### src/rtl/riscv_pkg.sv
// Shared types and defaults for the core-side memory arbiter.
//   SRC_IF / SRC_DM : requester id carried alongside each in-flight read
//   tag_t           : {valid, src} tag riding the read-latency pipeline
//   *_DEF           : default read latency and IF starvation bound
package riscv_pkg;

  localparam logic SRC_IF = 1'b0;
  localparam logic SRC_DM = 1'b1;

  localparam int RD_LAT_DEF     = 1;
  localparam int STARVE_MAX_DEF = 4;

  typedef struct packed {
    logic valid;
    logic src;
  } tag_t;

endpackage

### src/rtl/rd_tag_pipe.sv
// DEPTH-deep shift register of read tags, matching the memory read latency.
//   clk     : clock
//   rst     : synchronous clear (drops every in-flight tag)
//   tag_in  : tag for the access issued this cycle
//   tag_out : tag whose read data is on the memory port this cycle
module rd_tag_pipe
  import riscv_pkg::*;
#(
  parameter int DEPTH = 1
) (
  input  logic clk,
  input  logic rst,
  input  tag_t tag_in,
  output tag_t tag_out
);

  tag_t [DEPTH-1:0] pipe;

  always_ff @(posedge clk) begin
    if (rst) begin
      pipe <= '0;
    end else begin
      pipe[0] <= tag_in;
      for (int i = 1; i < DEPTH; i++) pipe[i] <= pipe[i-1];
    end
  end

  assign tag_out = pipe[DEPTH-1];

endmodule

### src/rtl/mem_arbiter.sv
// Shares one single-port synchronous SRAM between instruction fetch (IF)
// and data memory (DM). DM wins conflicts unless IF has been denied
// STARVE_MAX times in a row. Read data is routed back by a tag pipeline.
//   clk, rst              : clock, synchronous active-high reset
//   if_req_i/if_addr_i    : IF read request       -> if_gnt_o
//   if_rvalid_o/rdata_o   : IF read return
//   dm_req_i/we/addr/wdata: DM read/write request -> dm_gnt_o
//   dm_rvalid_o/rdata_o   : DM read return
//   mem_*                 : SRAM port (rdata valid RD_LAT cycles after issue)
//   stall_o               : some request was denied this cycle
//   if_wait_cnt_o         : running count of IF denial cycles
module mem_arbiter
  import riscv_pkg::*;
#(
  parameter int RD_LAT     = RD_LAT_DEF,
  parameter int STARVE_MAX = STARVE_MAX_DEF,
  parameter int AW         = 32
) (
  input  logic          clk,
  input  logic          rst,
  input  logic          if_req_i,
  input  logic [AW-1:0] if_addr_i,
  output logic          if_gnt_o,
  output logic          if_rvalid_o,
  output logic [31:0]   if_rdata_o,
  input  logic          dm_req_i,
  input  logic          dm_we_i,
  input  logic [AW-1:0] dm_addr_i,
  input  logic [31:0]   dm_wdata_i,
  output logic          dm_gnt_o,
  output logic          dm_rvalid_o,
  output logic [31:0]   dm_rdata_o,
  output logic          mem_ce_o,
  output logic          mem_we_o,
  output logic [AW-1:0] mem_addr_o,
  output logic [31:0]   mem_wdata_o,
  input  logic [31:0]   mem_rdata_i,
  output logic          stall_o,
  output logic [31:0]   if_wait_cnt_o
);

  localparam logic [3:0] SMAX = 4'(STARVE_MAX);

  logic [3:0]  starve_cnt;
  logic [31:0] wait_cnt;
  logic        if_wins, if_den;
  tag_t        tag_in, tag_out;

  // IF takes the port when alone, or when it has starved long enough.
  // Everything is forced quiet while rst is high.
  assign if_wins  = if_req_i & (~dm_req_i | (starve_cnt == SMAX));
  assign if_gnt_o = ~rst & if_wins;
  assign dm_gnt_o = ~rst & dm_req_i & ~if_wins;

  assign if_den  = ~rst & if_req_i & ~if_gnt_o;
  assign stall_o = if_den | (~rst & dm_req_i & ~dm_gnt_o);

  assign mem_ce_o    = if_gnt_o | dm_gnt_o;
  assign mem_we_o    = dm_gnt_o & dm_we_i;
  assign mem_addr_o  = dm_gnt_o ? dm_addr_i  : (if_gnt_o ? if_addr_i : '0);
  assign mem_wdata_o = dm_gnt_o ? dm_wdata_i : '0;

  always_ff @(posedge clk) begin
    if (rst) begin
      starve_cnt <= '0;
      wait_cnt   <= '0;
    end else begin
      if (if_den) begin
        starve_cnt <= (starve_cnt == 4'hF) ? starve_cnt : starve_cnt + 4'd1;
        wait_cnt   <= wait_cnt + 32'd1;
      end else begin
        starve_cnt <= '0;
      end
    end
  end

  assign if_wait_cnt_o = rst ? '0 : wait_cnt;

  // Only reads get a tag; writes leave a bubble in the return pipeline.
  always_comb begin
    tag_in       = '0;
    tag_in.valid = mem_ce_o & ~mem_we_o;
    tag_in.src   = dm_gnt_o ? SRC_DM : SRC_IF;
  end

  rd_tag_pipe #(.DEPTH(RD_LAT)) u_tag_pipe (
    .clk     (clk),
    .rst     (rst),
    .tag_in  (tag_in),
    .tag_out (tag_out)
  );

  // Gating with rst also kills a return landing in the first reset cycle.
  assign if_rvalid_o = ~rst & tag_out.valid & (tag_out.src == SRC_IF);
  assign dm_rvalid_o = ~rst & tag_out.valid & (tag_out.src == SRC_DM);
  assign if_rdata_o  = if_rvalid_o ? mem_rdata_i : '0;
  assign dm_rdata_o  = dm_rvalid_o ? mem_rdata_i : '0;

endmodule

### config.mk
export PLATFORM = sky130hd
export DESIGN_NAME = mem_arbiter
export DESIGN_NICKNAME = d
export VERILOG_FILES = /design/src/rtl/riscv_pkg.sv /design/src/rtl/rd_tag_pipe.sv /design/src/rtl/mem_arbiter.sv
export SDC_FILE = /design/constraint.sdc
export NUM_CORES = 1
export LEC_CHECK = 0
export ABC_AREA = 1
export BUFFER_PORTS_ARGS = -buffer_cell sky130_fd_sc_hd__buf_2
export CELL_PAD_IN_SITES_DETAIL_PLACEMENT = 2
export CELL_PAD_IN_SITES_GLOBAL_PLACEMENT = 2
export CORE_UTILIZATION = 17
export CTS_BUF_LIST = sky130_fd_sc_hd__clkbuf_4 sky130_fd_sc_hd__clkbuf_8 sky130_fd_sc_hd__clkbuf_16
export DETAILED_ROUTE_END_ITERATION = 12
export PLACE_DENSITY_LB_ADDON = 0.05
export RECOVER_POWER = 100
export SLEW_MARGIN = 30
export SYNTH_ARGS = -nofsm -noshare
export SYNTH_HDL_FRONTEND = slang
export SYNTH_SLANG_ARGS = --single-unit
export TNS_END_PERCENT = 30
### constraint.sdc
create_clock -name clk -period 2.95 [get_ports clk]
set_clock_uncertainty 0.1 [all_clocks]
set_input_delay 0.1475 -clock clk [delete_from_list [all_inputs] [get_ports clk]]
set_output_delay 0.1475 -clock clk [all_outputs]
set_load 0.03 [all_outputs]
Word level (Yosys, flattened, before mapping)
Index checks and enable logic that the tools add are counted.

$add $sub $neg: 2. Eq/ne operators: 2. Muxes and demuxes: 7. Bitwise logic cells: 23. Reductions and logical operators: 1.

Operators by type and width (number): 2-to-1 mux 32 bit (6); adder 32 x 1 -> 32 bit (second input constant) (1); bitwise AND 1 bit (12); NOT 1 bit (8); adder 4 x 1 -> 4 bit (second input constant) (1); == test 4 x 3 -> 1 bit (second input constant) (1); == test 4 bit (second input constant) (1); bitwise OR 1 bit (3); OR reduction 2 bit (1); 2-to-1 mux 1 bit (1).

Register bits: 38.

Longest topological paths before layout
Depth in word-level cells: 8. Mapped depth: 11. Gate-level depth less buffers: 11.

Hierarchy
Synthesis repeated with hierarchy kept, for this count alone.

Cell total of the unflattened synthesis: 609. Area, all modules: 3380.7 µm².

Modules (own cells, without submodules): mem_arbiter (times used 1, cells an instance 603, area an instance 3325.7 µm², sequential area each 720.7 µm²); rd_tag_pipe (times used 1, cells an instance 6, area an instance 55.1 µm², sequential area each 40.0 µm²).

Worst setup path after synthesis
OpenSTA, ideal clock, no wires.

Path kind: reg-to-output. From: register u_tag_pipe.pipe (netlist bit u_tag_pipe.tag_out[0]). To: output port dm_rdata_o[10]. Data arrival time: 1.953 ns. Data required time: 2.703 ns. Slack: 0.749 ns. Stages on the path, launching flop included: 6. Path buffers: 1. Cell sequence: dfxtp_1 -> inv_1 -> nor3_1 -> inv_1 -> clkbuf_1 -> nor2_1.

Word-level cells in the longest chain between the ends: 2.

Ends and longest elaborated chain: start: declaration (line rd_tag_pipe.sv:17) `tag_t [DEPTH-1:0] pipe;`; bitwise AND 1 bit (line mem_arbiter.sv:95) `assign dm_rvalid_o = ~rst & tag_out.valid & (tag_out.src == SRC_DM);`; via dm_rvalid_o (line mem_arbiter.sv:31) `output logic dm_rvalid_o,`; 2-to-1 mux 32 bit (line mem_arbiter.sv:97) `assign dm_rdata_o = dm_rvalid_o ? mem_rdata_i : '0;`; end: declaration (line mem_arbiter.sv:32) `output logic [31:0] dm_rdata_o,`.

The timed path passes the listed nets, and every way through them passes these cells.

Worst setup path after layout
From: register starve_cnt[0]. To: output port mem_addr_o[15].

Word-level cells in the longest chain between the ends: 6. Elaborated cells on any way between the ends: 8. Those cells by class: 1 x eq/ne; 2 x mux; 5 x bitwise.

Ends and longest elaborated chain: start: declaration (line mem_arbiter.sv:44) `logic [3:0] starve_cnt;`; start signal: assignment (line mem_arbiter.sv:69) `starve_cnt <= (starve_cnt == 4'hF) ? starve_cnt : starve_cnt + 4'd1;`; == test 4 x 3 -> 1 bit (*) (line mem_arbiter.sv:51) `assign if_wins = if_req_i & (~dm_req_i | (starve_cnt == SMAX));`; bitwise OR 1 bit (*) (line mem_arbiter.sv:51); bitwise AND 1 bit (*) (line mem_arbiter.sv:51); bitwise AND 1 bit / NOT 1 bit (equally long branches) (line mem_arbiter.sv:52, mem_arbiter.sv:53); 2-to-1 mux 32 bit / bitwise AND 1 bit (equally long branches) (line mem_arbiter.sv:60, mem_arbiter.sv:53); 2-to-1 mux 32 bit (*) (line mem_arbiter.sv:60) `assign mem_addr_o = dm_gnt_o ? dm_addr_i : (if_gnt_o ? if_addr_i : '0);`; end: declaration (line mem_arbiter.sv:35) `output logic [AW-1:0] mem_addr_o,`.

Mark *: on every way between the ends. The rest lies on a longest branch, timed or not.

==> out/results.txt <==
Die width: 141 um
Later-pin clock latency in the skew report: 0.29 ns
Sequential fraction of the synthesis area: 23.1%
First-pass detailed-route iteration total: 4
Switching component of the power: 546 uW
F_max: 400 MHz
GRT overflow: 0
Routed vias: 4,886
Worst hold path class: in -> reg
Total chip power: 1.54 mW
Final nets: 1,027
Yosys top cell area share: 23.1%
Die area: 19,900 um^2
Mapped Avg Cell Area: 5.47 um^2
Initial DRC Count: 119
# Post-CTS Setup Buffers: 0
Worst vdd ir: 0.158 mV
Setup TNS: 0 ns
Setup crit end kind: primary output
Post-Syn Nets: 738
GRT Total Usage: 18.2%
Cells after Synth: 602
Crit Path Max Fanout: 33
Clk slew on worst S/H paths: 0.06 ns
Num CTS Buffers: 5
Number of global-route vias before repair: 5,217
Hold Path End: u_tag_pipe.tag_out[1]$_SDFF_PP0_
Fin area: 5020 um^2
DRC viols: 0
Worst hold start: dm_we_i
RSZ-0062 raised after global routing: false
Fillers: 2,484
Sw frac: 35.5%
IO buf count: 299
Hold_buf cts: 0
Combinational share of power: 28.8%
Area of the multi-input gates: 1870 um^2
Worst Max-Slew Pin Slew: 1.17 ns
Post-DP HPWL: 16,000 um
Most common cell after layout, fill and taps aside: nor2_1
Largest area contributor in the netlist: dfxtp_1
WP data required: 2.70 ns
Yosys cell types: 26
Top Ports: 300
Initial antenna violation count: 1
Int Power: 992 uW
Commonest non-fill, non-tap cells in the layout: 186 x nor2_1, 171 x buf_2, 142 x inv_1
Placer congestion estimate: 0.828
Setup CP Type: reg -> out
Initial Util: 17.5%
Reg2reg setup slack: 0.71 ns
H-tree depth: 2
DR vias/cell: 4.24
Register-to-Register Path Depth: 8
Syn. warnings: 0
FF-to-FF End: wait_cnt[25]$_SDFFE_PP0P_
Max-slew violation count: 0
Max_slew headroom: 22.0%
Clock sinks: 38
Bufs on Longest Clock Path: 2
TritonCTS clock tree: built
Sequential cell area: 761 um^2
Data arrival at the endpoint of the critical path: 2.25 ns
Top cells by area, synth: dfxtp_1 23%, nor2_1 21%, inv_1 16%
Largest net degree at the start of global routing: 37
DR WL/cell: 16.3 um
Post-DP Area: 5060 um^2
CORE AREA: 18,800 um^2
Worst hold path depth: 4
Number of synthesized register bits: 38
Min Tclk post-route: 2.50 ns
Clock root cell: clkbuf_16
Status: finished clean
Die height: 141 um
Synth-to-Final Area Change: 52.5%
First-pass GRT wire length: 28,400 um
Finished Core Util: 26.7%
P_leak: 2.55 nW
FP Rows: 50
Max-cap viol count: 0
Final wirelength: 18,800 um
Layout cell share with drive strength beyond 1: 22.0%
Share of the clock period used by the worst path: 84.8%
DRT antenna net count: 0
Reg2Reg Launch Point: starve_cnt[0]$_SDFFE_PP0P_
Post-Syn Area: 3290 um^2
Hold Vio Cnt, Final: 0
Final setup viols: 0
Share of power burned in registers: 33.8%
PD cells: 306 nW/um^2
PostCTS Resize Cnt: 0
Clock share of power: 37.5%
Element type at the critical path start: flop
==> per-layer routing <==
layer / up-vias / global-route usage, % / routed length [um]
li1: 2386 / - / -
met1: 2317 / 22.0 / 8020
met2: 167 / 34.1 / 9570
met3: 16 / 2.58 / 997
met4: 0 / 3.66 / 248
met5: - / 0 / 0
==> final cells by class <==
type / count / area share, %
well taps: 260 / 6.48
inverters: 143 / 10.7
multi-input cells: 397 / 37.3
repair buffers: 306 / 27.3
diodes: 1 / 0.0498
clock inverters: 2 / 0.249
flip-flops and latches: 38 / 15.2
clock buffers: 6 / 2.77
==> stage by stage <==
| stage | instances | setup WS, ns | hold slack (ns) |
|---|---|---|---|
| detailed placement | 1144 | 0.737 | 0.381 |
| global route | 1153 | 0.277 | 0.107 |
| CTS | 1152 | 0.635 | 0.0704 |
| floorplan | 602 | 0.749 | 0.237 |
| finish | 1153 | 0.448 | 0.0737 |
| global placement | 1144 | 0.901 | 0.379 |
==> critical path: stages, from the launching register on <==
cell and delay, ns:
dfxtp_1 0.36, inv_1 0.08, ha_1 0.21, nand4_1 0.10, nand2_1 0.07, inv_1 0.06, clkbuf_2 0.54, a22o_1 0.28
buf_2 0.24
==> state kept, by name, indices dropped and copies added (netlist names) <==
signal,flops
u_tag_pipe.tag_out,2
wait_cnt,32
starve_cnt,4
==> worst max-delay path by stage <==
stage | from | endpoint | slack, ns | cells past startpoint
floorplan | u_tag_pipe.tag_out[0]$_SDFF_PP0_ | dm_rdata_o[10] | 0.75 | 5
global placement | starve_cnt[0]$_SDFFE_PP0P_ | wait_cnt[27]$_SDFFE_PP0P_ | 0.90 | 10
detailed placement | starve_cnt[0]$_SDFFE_PP0P_ | wait_cnt[27]$_SDFFE_PP0P_ | 0.74 | 11
CTS | starve_cnt[0]$_SDFFE_PP0P_ | mem_addr_o[15] | 0.63 | 9
global route | starve_cnt[0]$_SDFFE_PP0P_ | mem_addr_o[31] | 0.28 | 8
finish | starve_cnt[0]$_SDFFE_PP0P_ | mem_addr_o[15] | 0.45 | 8
==> cell families (layout without fill, tap and decap cells) <==
logic type | after synthesis | count (layout) | share of synthesized area [%]
AO/OA/AOI/OAI | 64 | 64 | 13.4
XOR/XNOR | 4 | 4 | 1.06
adder cells (fa/ha/maj) | 3 | 3 | 1.14
buffers and inverters | 167 | 457 | 19.5
flip-flops | 38 | 38 | 23.1
other | 0 | 1 | 0
AND/OR/NAND/NOR | 326 | 326 | 41.8
==> synth_stat cells <==
library cell	instances
nand2_1	80
buf_4	2
buf_1	1
nand2_2	3
xor2_1	4
buf_2	7
ha_1	3
nor3_4	1
nor4_1	1
a21oi_1	13
nand3_4	1
nor3_2	2
nand3_1	21
o21ai_1	1
inv_2	1
nor2_1	185
a22o_1	32
o21ai_0	18
clkbuf_1	14
nand3b_1	2
dfxtp_1	38
inv_1	142
nor2_2	4
nor2_4	2
nand4_1	11
nor3_1	13
==> power by group through the flow <==
| stage | combinational, mW | sequential [mW] | clock, mW |
|---|---|---|---|
| 6_report | 0.442 | 0.519 | 0.576 |
| 5_1_grt | 0.477 | 0.519 | 0.620 |
| 4_1_cts | 0.461 | 0.519 | 0.606 |
| 3_5_place_dp | 0.460 | 0.531 | 0 |
| 3_3_place_gp | 0.446 | 0.531 | 0 |
| 2_1_floorplan | 0.262 | 0.530 | 0 |
(Power assumes the default switching activity.)
